<file path="config.mk">
export PLATFORM = sky130hd
export DESIGN_NAME = uart_rx16
export DESIGN_NICKNAME = d
export VERILOG_FILES = /design/src/rtl/uart_pkg.sv /design/src/rtl/uart_rx_sampler.sv /design/src/rtl/uart_rx16.sv
export SDC_FILE = /design/constraint.sdc
export NUM_CORES = 1
export LEC_CHECK = 0
export CELL_PAD_IN_SITES_DETAIL_PLACEMENT = 1
export CELL_PAD_IN_SITES_GLOBAL_PLACEMENT = 1
export CORE_MARGIN = 3
export CORE_UTILIZATION = 47
export CTS_BUF_LIST = sky130_fd_sc_hd__clkbuf_8 sky130_fd_sc_hd__clkbuf_16
export DETAILED_ROUTE_END_ITERATION = 7
export GPL_TIMING_DRIVEN = 0
export PLACE_DENSITY_LB_ADDON = 0.1
export SYNTH_ARGS = -nofsm -noshare
export SYNTH_HDL_FRONTEND = slang
export SYNTH_SLANG_ARGS = --single-unit
</file>
<file path="constraint.sdc">
create_clock -name clock -period 2.6 [get_ports clock]
set_clock_uncertainty 0.1 [all_clocks]
set_input_delay 0.52 -clock clock [delete_from_list [all_inputs] [get_ports clock]]
set_output_delay 0.52 -clock clock [all_outputs]
set_load 0.005 [all_outputs]
</file>
<file path="src/rtl/uart_pkg.sv">
// rtl/uart_pkg.sv - shared UART definitions: receiver state encodings, baud constants, vote helper
package uart_pkg;

  localparam int FAST_BIT = 50;
  localparam int SLOW_BIT = 219;

  typedef enum logic [2:0] {
    RX_IDLE,
    RX_START,
    RX_DATA,
    RX_STOP,
    RX_GAP,
    RX_BREAK
  } rx_state_e;

  function automatic logic maj3(input logic a, input logic b, input logic c);
    return (a & b) | (a & c) | (b & c);
  endfunction

endpackage

</file>
<file path="src/rtl/uart_rx_sampler.sv">
// rtl/uart_rx_sampler.sv - rx synchroniser, falling-edge detect and 3-sample majority voter
module uart_rx_sampler
  import uart_pkg::*;
(
  input  logic clock,
  input  logic reset,
  input  logic rx_i,
  input  logic smp0_i,
  input  logic smp1_i,
  input  logic dec_i,
  output logic rx_s_o,
  output logic fall_o,
  output logic bit_val_o,
  output logic bit_stb_o
);

  logic meta_q, sync_q, prev_q, s0_q, s1_q;

  // Everything resets to the idle-line level so no edge is seen after reset
  always_ff @(posedge clock or posedge reset) begin
    if (reset) begin
      meta_q <= 1'b1;
      sync_q <= 1'b1;
      prev_q <= 1'b1;
      s0_q   <= 1'b1;
      s1_q   <= 1'b1;
    end else begin
      meta_q <= rx_i;
      sync_q <= meta_q;
      prev_q <= sync_q;
      if (smp0_i) s0_q <= sync_q;
      if (smp1_i) s1_q <= sync_q;
    end
  end

  assign rx_s_o    = sync_q;
  assign fall_o    = prev_q & ~sync_q;
  assign bit_val_o = maj3(s0_q, s1_q, sync_q);
  assign bit_stb_o = dec_i;

endmodule

</file>
<file path="src/rtl/uart_rx16.sv">
// rtl/uart_rx16.sv - UART receiver assembling 16-bit words from two bytes, low byte first
module uart_rx16
  import uart_pkg::*;
#(
  parameter int BIT_CYCLES   = FAST_BIT,
  parameter int TIMEOUT_BITS = 4
) (
  input  logic        clock,
  input  logic        reset,
  input  logic        rx,
  output logic [15:0] DATA,
  output logic        VALID,
  output logic        frame_err,
  output logic        timeout_err,
  output logic        busy
);

  localparam int LIMIT = TIMEOUT_BITS * BIT_CYCLES;
  localparam int CW    = $clog2(LIMIT + 1);
  localparam logic [CW-1:0] SMP0    = CW'(BIT_CYCLES / 2 - 1);
  localparam logic [CW-1:0] SMP1    = CW'(BIT_CYCLES / 2);
  localparam logic [CW-1:0] SMP2    = CW'(BIT_CYCLES / 2 + 1);
  localparam logic [CW-1:0] LAST    = CW'(BIT_CYCLES - 1);
  localparam logic [CW-1:0] GAP_MAX = CW'(LIMIT);

  rx_state_e     state_q, state_d;
  logic [CW-1:0] cnt_q, cnt_d, gap_q, gap_d, gap_inc;
  logic [2:0]    bitn_q, bitn_d;
  logic [7:0]    sr_q, sr_d, lo_q, lo_d;
  logic [15:0]   data_q, data_d;
  logic          byte_idx_q, byte_idx_d;
  logic          valid_q, valid_d, ferr_q, ferr_d, terr_q, terr_d, busy_q, busy_d;
  logic          rx_s, fall, bit_val, bit_stb, in_frame, gap_hit;

  assign in_frame = state_q inside {RX_START, RX_DATA, RX_STOP};
  assign gap_inc  = (gap_q == GAP_MAX) ? gap_q : gap_q + 1'b1;
  assign gap_hit  = (state_q == RX_GAP) && (gap_inc == GAP_MAX);

  uart_rx_sampler u_sampler (
    .clock     (clock),
    .reset     (reset),
    .rx_i      (rx),
    .smp0_i    (in_frame && cnt_q == SMP0),
    .smp1_i    (in_frame && cnt_q == SMP1),
    .dec_i     (in_frame && cnt_q == SMP2),
    .rx_s_o    (rx_s),
    .fall_o    (fall),
    .bit_val_o (bit_val),
    .bit_stb_o (bit_stb)
  );

  always_ff @(posedge clock or posedge reset) begin
    if (reset) begin
      state_q    <= RX_IDLE;
      cnt_q      <= '0;
      gap_q      <= '0;
      bitn_q     <= '0;
      sr_q       <= '0;
      lo_q       <= '0;
      data_q     <= '0;
      byte_idx_q <= 1'b0;
      valid_q    <= 1'b0;
      ferr_q     <= 1'b0;
      terr_q     <= 1'b0;
      busy_q     <= 1'b0;
    end else begin
      state_q    <= state_d;
      cnt_q      <= cnt_d;
      gap_q      <= gap_d;
      bitn_q     <= bitn_d;
      sr_q       <= sr_d;
      lo_q       <= lo_d;
      data_q     <= data_d;
      byte_idx_q <= byte_idx_d;
      valid_q    <= valid_d;
      ferr_q     <= ferr_d;
      terr_q     <= terr_d;
      busy_q     <= busy_d;
    end
  end

  // STOP leaves right after its decision so a following start edge is never missed
  always_comb begin
    state_d = state_q;
    case (state_q)
      RX_IDLE:  if (fall) state_d = RX_START;
      RX_START: if (bit_stb) state_d = bit_val ? RX_IDLE : RX_DATA;
      RX_DATA:  if (bit_stb && bitn_q == 3'd7) state_d = RX_STOP;
      RX_STOP:  if (bit_stb) state_d = !bit_val ? RX_BREAK : (byte_idx_q ? RX_IDLE : RX_GAP);
      RX_GAP:   if (gap_hit) state_d = RX_IDLE; else if (fall) state_d = RX_START;
      RX_BREAK: if (rx_s) state_d = RX_IDLE;
      default:  state_d = RX_IDLE;
    endcase
  end

  always_comb begin
    cnt_d      = (cnt_q == LAST) ? '0 : cnt_q + 1'b1;
    gap_d      = gap_q;
    bitn_d     = bitn_q;
    sr_d       = sr_q;
    lo_d       = lo_q;
    data_d     = data_q;
    byte_idx_d = byte_idx_q;
    valid_d    = 1'b0;
    ferr_d     = 1'b0;
    terr_d     = 1'b0;
    busy_d     = busy_q;
    case (state_q)
      RX_IDLE: begin
        cnt_d = '0;
        if (fall) begin
          busy_d     = 1'b1;
          byte_idx_d = 1'b0;
        end
      end
      RX_START: if (bit_stb) begin
        bitn_d = '0;
        if (bit_val) busy_d = 1'b0;
      end
      RX_DATA: if (bit_stb) begin
        sr_d   = {bit_val, sr_q[7:1]};
        bitn_d = bitn_q + 3'd1;
      end
      RX_STOP: if (bit_stb) begin
        if (!bit_val) begin
          ferr_d     = 1'b1;
          byte_idx_d = 1'b0;
        end else if (!byte_idx_q) begin
          lo_d  = sr_q;
          gap_d = '0;
        end else begin
          data_d  = {sr_q, lo_q};
          valid_d = 1'b1;
          busy_d  = 1'b0;
        end
      end
      // Timeout is checked before the edge so a simultaneous edge is dropped
      RX_GAP: begin
        cnt_d = '0;
        gap_d = gap_inc;
        if (gap_hit) begin
          terr_d = 1'b1;
          busy_d = 1'b0;
        end else if (fall) begin
          byte_idx_d = 1'b1;
        end
      end
      RX_BREAK: begin
        cnt_d = '0;
        if (rx_s) busy_d = 1'b0;
      end
      default: cnt_d = '0;
    endcase
  end

  assign DATA        = data_q;
  assign VALID       = valid_q;
  assign frame_err   = ferr_q;
  assign timeout_err = terr_q;
  assign busy        = busy_q;

endmodule

</file>
==> out/qor.csv <==
stage,metric,value,unit
status,result of the run,"finished, final reports clean",
logic_synthesis,net count of the mapped netlist,279,
finish,number of fillers in the final layout,630,
sta,count of endpoints failing setup in the final report,0,
floorplan,die area,7570,um^2
logic_synthesis,Yosys reg bits,64,
setup_path,category of the critical setup timing path,flip-flop to flip-flop,
floorplan,area of the core,6130,um^2
logic_synthesis,async set or reset register ratio after synthesis,100,%
clock_tree,Clk Tree Root Cell,clkbuf_8,
routing,via count of the routed design,2227,
hold_path,HP Class,flip-flop to flip-flop,
logic_synthesis,Post-Synthesis Cells,268,
finish,Area Growth Syn to Fin,19.3,%
setup_path,slowest cell on the critical path,dfstp_2,
logic_synthesis,synthesized area per cell,11.5,um^2
finish,fraction of layout cells with a size suffix above 1,24.0,%
floorplan,ports placed on the boundary,23,
logic_synthesis,Synth area leaders,"dfrtp_1 (48%), mux2_2 (13%), dfstp_2 (4.3%)",
sta,final hold violation count,0,
job,count of max-cap constraint violations,0,
sta,Max transition margin,48.8,%
global_routing,wire length of the first global-routing pass,12.6,mm
logic_synthesis,top cell type by total area after synthesis,dfrtp_1,
clock_tree,# clock sinks,64,
clock_tree,quantity of hold-fixing buffers added after cts,0,
routing,wire per inst,19.0,um
setup_path,"Data required, critical path",2.73,ns
floorplan,Initial Utilization,50.3,%
sta,final worst path period need,2.35,ns
logic_synthesis,"Primary FF master, synth",dfrtp_1,
routing,final antenna-violating net count,0,
sta,slew of the pin with the lowest slew margin,0.759,ns
routing,DR pass1 iterations,4,
sta,Final Max Tran Viols,0,
routing,total wire length after detailed routing,7.27,mm
setup_path,kind of end point of the critical path,flip-flop,
finish,final cell count without fillers,383,
setup_path,number of cells on the worst reg-to-reg path,4,
sta,RSZ-0062 raised after global routing,no,
finish,"Net count, final",314,
power,Max VDD drop,0.539,mV
setup_path,largest incremental delay on the critical path,0.60,ns
place,DP HPWL,4.72,mm
setup_path,data arrival time of the critical path,2.48,ns
floorplan,Die X,87.0,um
global_routing,maximum number of pins on one net before global-route repair,45,
logic_synthesis,proportion of netlist area held by the largest area contributor,47.9,%
clock_tree,TritonCTS Buffers,9,
logic_synthesis,Yosys warning total,0,
clock_tree,"CTS clk-pin slew, worst paths",0.08,ns
setup_path,CP cell instances,"maj3_1, nand2_1, nor4_4, mux2_2",
power,Pwr per Cell Area,695,nW/um^2
global_routing,initial antenna violation count,0,
routing,routed vias/inst,5.81,
finish,final cell area excluding filler cells,3680,um^2
clock_tree,H-tree levels,3,
setup_path,CP Launch Type,flip-flop,
logic_synthesis,number of flops mapped to enable cells by yosys,0,
finish,area taken by flip-flops and latches,1610,um^2
place,Placer Congestion,0.826,
clock_tree,TritonCTS clock tree,done,
finish,number of diodes added for antenna fixing,0,
global_routing,global route overflow,0,
power,leakage power,1.68,nW
place,number of placed instances with taps included,366,
global_routing,via count of the first global-routing pass,2448,
sta,highest clock frequency the design can meet,426,MHz
logic_synthesis,Syn Std Cell Area,3080,um^2
setup_path,"Max FO, Critical Path",10,
routing,iteration-0 DRC count of the detailed router,81,
place,Port Buf Inserts,22,
floorplan,number of rows created at floorplan,28,
hold_path,cell depth of the worst hold path,0,
power,Overall Power,2.56,mW
clock_tree,maximum root-to-sink buffer count,2,
global_routing,global router's overall resource usage,21.9,%
sta,period utilisation layout,90.3,%
place,instance area at placement,3420,um^2
clock_tree,"Clk Latency, worst-skew pair",0.35,ns
floorplan,vertical extent of the die,87.0,um
sta,hold_ws,0.272,ns
routing,DRC Markers,0,
finish,area taken by multi-input logic gates,1390,um^2
place,dpl ws,0.110,ns
logic_synthesis,number of unique standard cell types used by synthesis,51,
sta,PnR worst setup slack,0.251,ns
logic_synthesis,portion of the post-synthesis area used by sequential elements,52.1,%
critical path: cells and delay by family, from the launching register on:
family / cells / cell delay, ns
simple gates: 2 / 0.72
flops: 1 / 0.60
mux: 1 / 0.42
fa+ha+maj: 1 / 0.41
cell families after synthesis:
group | count (synthesis) | synth area share (%)
simple gates | 83 | 16.1
flops | 64 | 52.1
compound gates | 48 | 9.90
mux | 36 | 13.1
buf+inv | 19 | 2.68
xor+xnor | 9 | 2.56
fa+ha+maj | 9 | 3.57
path summary, 6_finish.rpt:
kind | from | end | slack, ns
max | u_sampler.rx_s_o$_DFF_PP1_ | lo_q[1]$_DFFE_PP0P_ | 0.25
min | u_sampler.meta_q$_DFF_PP1_ | u_sampler.rx_s_o$_DFF_PP1_ | 0.27
max reg2reg | u_sampler.rx_s_o$_DFF_PP1_ | lo_q[1]$_DFFE_PP0P_ | 0.25
min reg2reg | u_sampler.meta_q$_DFF_PP1_ | u_sampler.rx_s_o$_DFF_PP1_ | 0.27
max in group asynchronous | reset | u_sampler.rx_s_o$_DFF_PP1_ | 1.32
min in group asynchronous | reset | gap_q[0]$_DFFE_PP0P_ | 0.41
per-layer routing:
metal | GRT usage [%] | wire length (um) | up-vias
li1 | - | - | 1035
met3 | 3.88 | 240 | 18
met2 | 35.7 | 3630 | 33
met5 | 0 | 0 | -
met4 | 11.6 | 172 | 0
met1 | 27.7 | 3230 | 1141
cell usage in the layout (no fill, tap or decap), drive strengths merged, types with 2 or more instances in the layout:
cell type      Yosys  routed
or3                2       2
ha                 8       8
nor2              22      22
xor2               6       6
nor4               3       3
or2                2       2
clkdlybuf4s50      0      22
nand3b             2       2
and4               4       4
nand2             19      19
clkbuf             6      16
o22ai              2       2
and3               4       4
o21ai             19      19
nor3               5       5
o2bb2ai            3       3
buf                3       5
a21oi              9       9
inv                9       9
o31ai              4       4
dfstp              5       5
a31oi              3       3
mux2              35      35
and2               2       2
xnor2              3       3
clkinv             1       4
nand4b             2       2
dfrtp             59      59
nand3              7       7
bufinv             0       3
nand4              3       3
metrics by stage:
step | util (%) | TNS, ns
2_1_floorplan | - | 0
3_3_place_gp | 55.4 | -45.96
3_5_place_dp | 55.8 | 0
4_1_cts | 59.9 | 0
5_1_grt | 60.0 | 0
6_report | 60.0 | 0
power by group:
group          switching, mW  internal, mW  total, mW
Clock                  0.417         0.668       1.09
Combinational          0.220         0.144      0.363
Sequential            0.0637          1.05       1.11
Total                  0.701          1.86       2.56
Yosys cell counts, types with 2 or more instances:
library cell and number:
dfstp_2 5, nand4b_1 2, a31oi_1 3, nand3_1 6, or3_1 2, dfrtp_1 59
a21oi_1 9, xor2_1 6, inv_1 9, nor3_1 3, nor4_4 2, o21ai_0 19
buf_2 2, and4_1 4, nor2_1 22, o22ai_1 2, clkbuf_1 5, nand2_1 19
mux2_2 35, ha_1 8, o31ai_1 4, or2_2 2, xnor2_1 3, and2_1 2
nand3b_1 2, and3_1 4, o2bb2ai_1 3, nand4_1 3
state kept, by name, indices dropped and copies added (netlist names), 3 cells and up:
| name | count |
|---|---|
| DATA | 16 |
| gap_q | 8 |
| bitn_q | 3 |
| lo_q | 8 |
| sr_q | 8 |
| cnt_q | 8 |
| state_q | 3 |
area by class of cell:
cell class	instances	share of cell area [%]
multi-input cells	185	37.9
clock inverters	6	3.16
well taps	75	2.55
inverters	10	1.02
clock buffers	10	3.74
plain buffers	9	1.22
flip-flops and latches	64	43.7
repair buffers	24	6.73
repair_timing:
action                                  in CTS  in global routing
buffers inserted                             0                  1
gates resized for setup                      0                  0
endpoints found under the setup margin       0                 13
Power figures use the tool's default switching activity.
